==> src/rtl/delta_arbiter.sv <==
// delta_arbiter: round-robin merge of per-channel signed deltas into one registered stream.
// Build option DELTA_ACCUM_EN: colliding deltas are summed with saturation instead of overwritten.
module delta_arbiter #(
  parameter int                   W_CHAN       = 5,
  parameter int                   N_CHAN       = 8,
  parameter int                   W_DELTA      = 18,
  parameter int                   W_WR_ADDR    = 16,
  parameter int                   W_WR_CHAN    = 5,
  parameter int                   W_WR_DATA    = 48,
  parameter logic [W_WR_ADDR-1:0] EN_ADDR      = 16'h0040,
  parameter logic [W_WR_ADDR-1:0] OVF_CLR_ADDR = 16'h0041,
  parameter int                   IDLE_PERIOD  = 16
) (
  input  logic                        clk_in,
  input  logic                        rst_in,
  input  logic [N_CHAN-1:0]           req_dv_in,
  input  logic [N_CHAN*W_DELTA-1:0]   req_delta_in,
  input  logic                        wr_en,
  input  logic [W_WR_ADDR-1:0]        wr_addr,
  input  logic [W_WR_CHAN-1:0]        wr_chan,
  input  logic [W_WR_DATA-1:0]        wr_data,
  output logic                        dv_out,
  output logic [W_CHAN-1:0]           chan_out,
  output logic signed [W_DELTA-1:0]   delta_out,
  output logic [N_CHAN-1:0]           ovf_out
);

  logic [N_CHAN-1:0]         r_pendV;
  logic signed [W_DELTA-1:0] r_pendVal [N_CHAN];
  logic [N_CHAN-1:0]         r_en;
  logic [N_CHAN-1:0]         r_ovf;
  logic [W_CHAN-1:0]         r_rrPtr;
  logic [31:0]               r_runCnt;
  logic                      r_dv;
  logic [W_CHAN-1:0]         r_chan;
  logic signed [W_DELTA-1:0] r_delta;

  logic [N_CHAN-1:0]         w_enWr;
  logic [N_CHAN-1:0]         w_ovfClr;
  logic [N_CHAN-1:0]         w_arrive;
  logic [N_CHAN-1:0]         w_collide;
  logic [N_CHAN-1:0]         w_hiReq;
  logic [N_CHAN-1:0]         w_searchVec;
  logic [N_CHAN-1:0]         w_grantOh;
  logic signed [W_DELTA-1:0] w_newDelta [N_CHAN];
  logic                      w_forceIdle;
  logic                      w_grantV;
  logic [W_CHAN-1:0]         w_grantIdx;
  logic signed [W_DELTA-1:0] w_grantDelta;
  logic                      w_unusedWrData;

`ifdef DELTA_ACCUM_EN
  function automatic logic signed [W_DELTA-1:0] satAdd(input logic signed [W_DELTA-1:0] a,
                                                       input logic signed [W_DELTA-1:0] b);
    logic [W_DELTA:0] sum;
    sum = {a[W_DELTA-1], a} + {b[W_DELTA-1], b};
    if (sum[W_DELTA] != sum[W_DELTA-1])
      satAdd = sum[W_DELTA] ? {1'b1, {(W_DELTA-1){1'b0}}} : {1'b0, {(W_DELTA-1){1'b1}}};
    else
      satAdd = sum[W_DELTA-1:0];
  endfunction
`endif

  // Only bit 0 of the write data carries meaning (the enable value).
  assign w_unusedWrData = ^wr_data[W_WR_DATA-1:1];

  always_comb begin
    w_enWr   = '0;
    w_ovfClr = '0;
    for (int k = 0; k < N_CHAN; k++) begin
      if (wr_en && (wr_chan == W_WR_CHAN'(k))) begin
        w_enWr[k]   = (wr_addr == EN_ADDR);
        w_ovfClr[k] = (wr_addr == OVF_CLR_ADDR);
      end
    end
  end

  always_comb begin
    for (int k = 0; k < N_CHAN; k++) begin
      w_newDelta[k] = req_delta_in[k*W_DELTA +: W_DELTA];
    end
  end

  assign w_forceIdle = (IDLE_PERIOD != 0) && (r_runCnt == 32'(IDLE_PERIOD));
  assign w_grantV    = (|r_pendV) && !w_forceIdle;

  // Prefer pending channels at or above the pointer; fall back to the lowest one (wrap).
  always_comb begin
    w_hiReq = '0;
    for (int k = 0; k < N_CHAN; k++) begin
      w_hiReq[k] = r_pendV[k] && (W_CHAN'(k) >= r_rrPtr);
    end
    w_searchVec = (|w_hiReq) ? w_hiReq : r_pendV;
    w_grantIdx  = '0;
    for (int k = N_CHAN - 1; k >= 0; k--) begin
      if (w_searchVec[k]) w_grantIdx = W_CHAN'(k);
    end
    w_grantOh    = '0;
    w_grantDelta = '0;
    for (int k = 0; k < N_CHAN; k++) begin
      if (w_grantIdx == W_CHAN'(k)) begin
        w_grantOh[k] = w_grantV;
        w_grantDelta = r_pendVal[k];
      end
    end
  end

  assign w_arrive  = req_dv_in & r_en;
  assign w_collide = w_arrive & r_pendV & ~w_grantOh;

  always_ff @(posedge clk_in) begin
    if (rst_in) begin
      r_pendV  <= '0;
      r_en     <= '1;
      r_ovf    <= '0;
      r_rrPtr  <= '0;
      r_runCnt <= '0;
      r_dv     <= 1'b0;
      r_chan   <= '0;
      r_delta  <= '0;
      for (int k = 0; k < N_CHAN; k++) r_pendVal[k] <= '0;
    end else begin
      r_dv <= w_grantV;
      if (w_grantV) begin
        r_chan   <= w_grantIdx;
        r_delta  <= w_grantDelta;
        r_rrPtr  <= (w_grantIdx == W_CHAN'(N_CHAN - 1)) ? '0 : w_grantIdx + 1'b1;
        r_runCnt <= (IDLE_PERIOD != 0) ? r_runCnt + 32'd1 : 32'd0;
      end else begin
        r_runCnt <= '0;
      end

      // A fresh arrival on a channel being granted this edge simply refills the slot.
      for (int k = 0; k < N_CHAN; k++) begin
        if (w_enWr[k]) r_en[k] <= wr_data[0];
        if (w_enWr[k] && !wr_data[0]) begin
          r_pendV[k] <= 1'b0;
        end else if (w_arrive[k]) begin
          r_pendV[k] <= 1'b1;
`ifdef DELTA_ACCUM_EN
          r_pendVal[k] <= w_collide[k] ? satAdd(r_pendVal[k], w_newDelta[k]) : w_newDelta[k];
`else
          r_pendVal[k] <= w_newDelta[k];
`endif
        end else if (w_grantOh[k]) begin
          r_pendV[k] <= 1'b0;
        end
        if (w_collide[k])     r_ovf[k] <= 1'b1;
        else if (w_ovfClr[k]) r_ovf[k] <= 1'b0;
      end
    end
  end

  assign dv_out    = r_dv;
  assign chan_out  = r_chan;
  assign delta_out = r_delta;
  assign ovf_out   = r_ovf;

endmodule

==> config.mk <==
export PLATFORM = sky130hd
export DESIGN_NAME = delta_arbiter
export DESIGN_NICKNAME = d
export VERILOG_FILES = /design/src/rtl/delta_arbiter.sv
export SDC_FILE = /design/constraint.sdc
export NUM_CORES = 1
export LEC_CHECK = 0
export ABC_AREA = 1
export CORE_MARGIN = 4
export CORE_UTILIZATION = 50
export CTS_BUF_LIST = sky130_fd_sc_hd__clkbuf_8 sky130_fd_sc_hd__clkbuf_16
export DETAILED_ROUTE_END_ITERATION = 10
export MAX_ROUTING_LAYER = met4
export PLACE_DENSITY = 0.79
export SLEW_MARGIN = 10
export SYNTH_ARGS = -nofsm -noshare
export SYNTH_HDL_FRONTEND = slang
export SYNTH_SLANG_ARGS = --single-unit
==> constraint.sdc <==
create_clock -name clk_in -period 3.9 [get_ports clk_in]
set_input_delay 0.39 -clock clk_in [delete_from_list [all_inputs] [get_ports clk_in]]
set_output_delay 0.39 -clock clk_in [all_outputs]
set_load 0.03 [all_outputs]
Word-level counts from Yosys, hierarchy flattened. Memory sizes are Yosys's and may differ from the RTL's. Cells that the tools add are included.

Add/sub/neg operators: 2. Order comparisons: 8. Equality and inequality tests: 17. Muxes and demuxes: 116. Bitwise logic cells: 13. Reductions and logical operators: 56.

Operators with widths (number): 2-to-1 mux 18 bit (16); 2-to-1 mux 1 bit (90); equality test 5 x 3 -> 1 bit (second input constant) (8); 2-to-1 mux 5 bit (8); adder 32 x 1 -> 32 bit (second input constant) (1); equality test 16 x 7 -> 1 bit (second input constant) (2); equality test 32 x 5 -> 1 bit (second input constant) (1); nonzero test 2 bit (16); logical AND 1 bit (25); bitwise AND 8 bit (3); equality test 5 x 2 -> 1 bit (second input constant) (4); >= comparator 3 x 5 -> 1 bit (first input constant) (4); OR reduction 2 bit (9); OR reduction 8 bit (2); equality test 5 x 1 -> 1 bit (second input constant) (2); >= comparator 1 x 5 -> 1 bit (first input constant) (2); >= comparator 2 x 5 -> 1 bit (first input constant) (2); zero test 5 bit (2); 2-to-1 mux 8 bit (1); NOT 8 bit (1); bitwise OR 1 bit (8); adder 5 x 1 -> 5 bit (second input constant) (1); 2-to-1 mux 3 bit (1); zero test 1 bit (2); NOT 1 bit (1).

Flip-flop bits (word level): 85. Bits in writable memories: 144. Output and inout bits: 32. Word-level logic and storage cells: 242. Memories: 1.

Memory list: r_pendVal (words 8, width 18, read ports 8, clocked after Yosys merged registers in 0, wr ports 8, line 29) `logic signed [W_DELTA-1:0] r_pendVal [N_CHAN];`.

Depth between registers and ports, before layout.
Depth after elaboration: 21. Depth in mapped cells: 30.

Worst setup path before layout. OpenSTA, ideal clock, no wires.

Kind: register to register. Start: register r_rrPtr[3]. End: register r_delta[6], in the netlist delta_out[6]. Arrival: 2.856 ns. Data required time: 3.765 ns. Slack: 0.909 ns. Stages on the path, launching flop included: 28. Path through: dfxtp_1 -> nor2_4 -> nand3_1 -> nand2_1 -> nor2_2 -> nand3_1 -> nand2_1 -> inv_1 -> nand2_1 -> nand2_1 -> nand2_1 -> nand2_1 -> nand2_1 -> nand2_1 -> buf_2 -> inv_1 -> ha_1 -> clkbuf_1 -> clkbuf_1 -> nor2_1 -> nand4_1 -> nand2_1 -> nand3_1 -> nand3_1 -> nand2_1 -> nand2_1 -> nand2_1 -> a21oi_2.

Cells in the longest elaborated chain, start to end: 21.

RTL lines: start, declared (line 32) `logic [W_CHAN-1:0] r_rrPtr;`; start signal, assigned (line 127) `r_rrPtr <= (w_grantIdx == W_CHAN'(N_CHAN - 1)) ? '0 : w_grantIdx + 1'b1;`; >= comparator 1 x 5 -> 1 bit (tied with other cells) (line 91) `w_hiReq[k] = r_pendV[k] && (W_CHAN'(k) >= r_rrPtr);`; logical AND 1 bit (line 91); OR reduction 8 bit (line 93) `w_searchVec = (|w_hiReq) ? w_hiReq : r_pendV;`; 2-to-1 mux 8 bit * (line 93); 2-to-1 mux 3 bit (line 96) `if (w_searchVec[k]) w_grantIdx = W_CHAN'(k);`; 2-to-1 mux 5 bit (6 in series) (line 96); 2-to-1 mux 5 bit * (line 96); via w_grantIdx[0] (line 48) `logic [W_CHAN-1:0] w_grantIdx;`; zero test 5 bit (line 101) `if (w_grantIdx == W_CHAN'(k)) begin`; 2-to-1 mux 18 bit (7 in series) (line 101); 2-to-1 mux 18 bit * (line 101); end signal, assigned (line 126) `r_delta <= w_grantDelta;`; end, declared (line 36) `logic signed [W_DELTA-1:0] r_delta;`.

The timed path passes the listed nets; every way through them passes the cells marked *. A chain may end at the register's enable or synchronous reset.

Worst setup path after layout.
Start: register r_rrPtr[1]. End: register r_delta[7], in the netlist delta_out[7].

Cells in the longest elaborated chain, start to end: 21.

RTL lines (line): >= comparator 1 x 5 -> 1 bit (tied with other cells) (91); logical AND 1 bit (91); OR reduction 8 bit (93); 2-to-1 mux 8 bit * (93); 2-to-1 mux 3 bit (96); 2-to-1 mux 5 bit (6 in series) (96); 2-to-1 mux 5 bit * (96); zero test 5 bit (101); 2-to-1 mux 18 bit (7 in series) (101); 2-to-1 mux 18 bit * (101).

Mark *: on every way between the ends. The rest lies on a longest branch, timed or not.

==> impl_metrics.tcl <==
set metrics [dict create \
    syn_area_mm2 0.0116 \
    startpoint_type "flop" \
    cts_made_buffers 25 \
    place.port_buffers 206 \
    nNetsFinal 1913 \
    first_global_vias 9362 \
    grt_start_max_net_pins 56 \
    final_util_pct 64.9 \
    numClockSinks 226 \
    worst_slack_ns 0.439 \
    finalCriticalPeriod_ns 3.46 \
    pwr-share-clk_pct 29.2 \
    fmax_mhz 289 \
    grt_pass1_wl_um 46900 \
    powerDensity_mw_per_mm2 575 \
    yosys_warnings 0 \
    finalHoldViolCount 0 \
    drive_above_1_share_pct 7.40 \
    crit_type "reg -> reg" \
    row_count 55 \
    start_util_pct 50.9 \
    ys_types 49 \
    p_int_mw 5.31 \
    seqCellArea_mm2 0.00597 \
    async_flop_share_pct 0 \
    synth-edff-count 144 \
    path_clk_slew_ns 0.06 \
    seq_power_share_pct 34.2 \
    vias 9784 \
    tns_ns 0 \
    path_max_fanout 19 \
    fin_worst_skew_ns 0.0240 \
    worstMarginPinSlew_ns 0.938 \
    rsz0062_at_grt "false" \
    rrSetupSlack_ns 0.44 \
    crit_required_ns 4.29 \
    slew_headroom_pct 37.2 \
    cts_setup_buffers 0 \
    final_common_cell "inv_1" \
    p_sw_mw 3.16 \
    die_height_um 160 \
    swShare_pct 37.3 \
    worstHoldStart "rst_in" \
    syn_to_final_growth_pct 27.4 \
    place_hpwl_um 22000 \
    end_kind "flop" \
    hold_path_class "in -> reg" \
    arrival_ns 3.85 \
    status "completed" \
    yosys_register_bits 226 \
    holdPathEnd "ovf_out[1]" \
    wirelength_um 29800 \
    max_cap_violations 0 \
    combPwrFrac_pct 36.7 \
    die_w_um 160 \
    first_pass_iters 5 \
    htreeDepth 1 \
    antenna_found_initial 2 \
    boundaryPins 256 \
    leakage_nw 6.76 \
    multi_input_area_mm2 0.00410 \
    cts_buffer_depth 3 \
    drt_first_iter_violations 842 \
    ctsHoldBuffers 0 \
    cts_resized 0 \
    coreArea_mm2 0.0227 \
    synth_ff_type "edfxtp_1" \
    min_path_cells 2 \
    slew_viol_final 0 \
    antenna_left 0 \
    timing.rr.start "r_rrPtr[1]" \
    clk_latency_ns 0.54 \
    layout_common_cells "inv_1 (313), nand2_1 (310), nor2_1 (221)" \
    rr_endpoint "delta_out[7]" \
    synth_cells 1483 \
    viasPerCell 4.92 \
    setup_viol 0 \
    post-place-ws_ns 0.532 \
    grt.overflow.total 0 \
    wire_per_inst_um 15.0 \
    nFillCells 1901 \
    post-route-period-util_pct 88.7 \
    syn-mean-instance-area_um2 7.80 \
    peakVddDrop_uv 297 \
    tritoncts "yes" \
    gp_congestion 0.916 \
    ys_seq_area_share_pct 51.6 \
    cts_root_buffer "clkbuf_16" \
    grt_usage_pct 23.3 \
    drc 0 \
    dieArea_mm2 0.0256 \
    ff2ff_path_depth 21 \
]
==> how the worst max path moves through the flow <==
stage | start | endpoint | slack, ns | cells after the start
floorplan | r_rrPtr[3] | delta_out[6] | 0.91 | 27
global placement | r_rrPtr[1] | delta_out[3] | 0.62 | 21
detailed placement | r_rrPtr[1] | delta_out[3] | 0.53 | 21
CTS | r_rrPtr[1] | delta_out[10] | 0.50 | 21
global route | r_rrPtr[1] | delta_out[4] | 0.11 | 21
finish | r_rrPtr[1] | delta_out[7] | 0.44 | 21
==> cells by family (layout without fill, tap and decap cells) <==
logic type,count (synthesis),in the layout,synth area share (%)
and+or+nand+nor,733,733,28.0
buffers and inverters,377,595,13.0
DFF,226,226,51.6
AOI/OAI and AO/OA,136,136,6.42
adders and majority gates,6,6,0.649
xor gates and xnor gates,4,4,0.303
other,1,4,0.0324
==> power groups by stage <==
stage	sequential [mW]	clock (mW)	combinational, mW
after floorplan	3.06	0	1.94
after global placement	2.94	0	3.02
after detailed placement	2.94	0	3.08
after CTS	2.90	2.51	3.09
after global routing	2.92	2.61	3.43
final	2.90	2.47	3.11
==> cells in the mapped netlist, types with 9 or more instances <==
cell | count | area [um^2]
inv_2 | 14 | 52.6
nand2_2 | 10 | 62.6
nand4_1 | 22 | 138
clkbuf_1 | 25 | 93.8
dfxtp_1 | 82 | 1640
nor2_1 | 221 | 830
buf_2 | 13 | 65.1
nor3_1 | 23 | 115
nor4_1 | 12 | 75.1
a21oi_1 | 40 | 200
edfxtp_1 | 144 | 4320
nand2_1 | 310 | 1160
o21ai_0 | 69 | 345
nor2_2 | 9 | 56.3
or2_1 | 11 | 68.8
inv_1 | 306 | 1150
nand3_1 | 79 | 395
==> metal layers <==
layer	part of all wire [%]	vias up	GRT usage, %
met5	0	-	-
met4	4.0	0	8.53
met3	6.8	73	3.51
met2	47	336	38.2
met1	42	4373	29.4
li1	-	5002	-
==> sequential cells by signal, indices dropped and copies added (netlist names) <==
name,cells
delta_out,18
r_en,8
ovf_out,8
r_pendVal,144
r_pendV,8
dv_out,1
r_rrPtr,4
r_runCnt,32
chan_out,3
==> layout make-up <==
cell class / instances / area share [%]
tap: 285 / 2.42
sequential: 226 / 40.5
inverter: 323 / 8.29
antenna: 2 / 0.0340
clock buffer: 31 / 5.03
multi-input combinational: 881 / 27.8
clock inverter: 15 / 0.968
timing repair buffer: 226 / 15.0
==> worst max-delay path, stage by stage, from the launching register on <==
cell and delay (ns):
dfxtp_1 0.47, nand2_1 0.09, nand3_1 0.11, nand2_1 0.08, nor2_2 0.21, nand3_1 0.11
nand2_1 0.07, inv_1 0.05, nand2_1 0.06, nand2_1 0.05, nand2_1 0.05, nand2_1 0.07
nor2_1 0.23, ha_1 0.20, buf_4 0.23, clkinv_1 0.46, nand3_1 0.25, nand3_1 0.13
nand2_1 0.14, nand2_1 0.09, nand2_1 0.12, a21oi_2 0.06
==> stage by stage <==
stage	hold slack [ns]	std cells	total power, mW	instance area, um^2
after global placement	0.429	1941	5.96	13800
after global routing	0.273	1989	8.95	14700
after floorplan	0.417	1484	5.00	11600
final	0.278	1989	8.48	14700
after detailed placement	0.439	1941	6.02	13800
after CTS	0.247	1987	8.49	14700
Power figures use the tool's default switching activity.
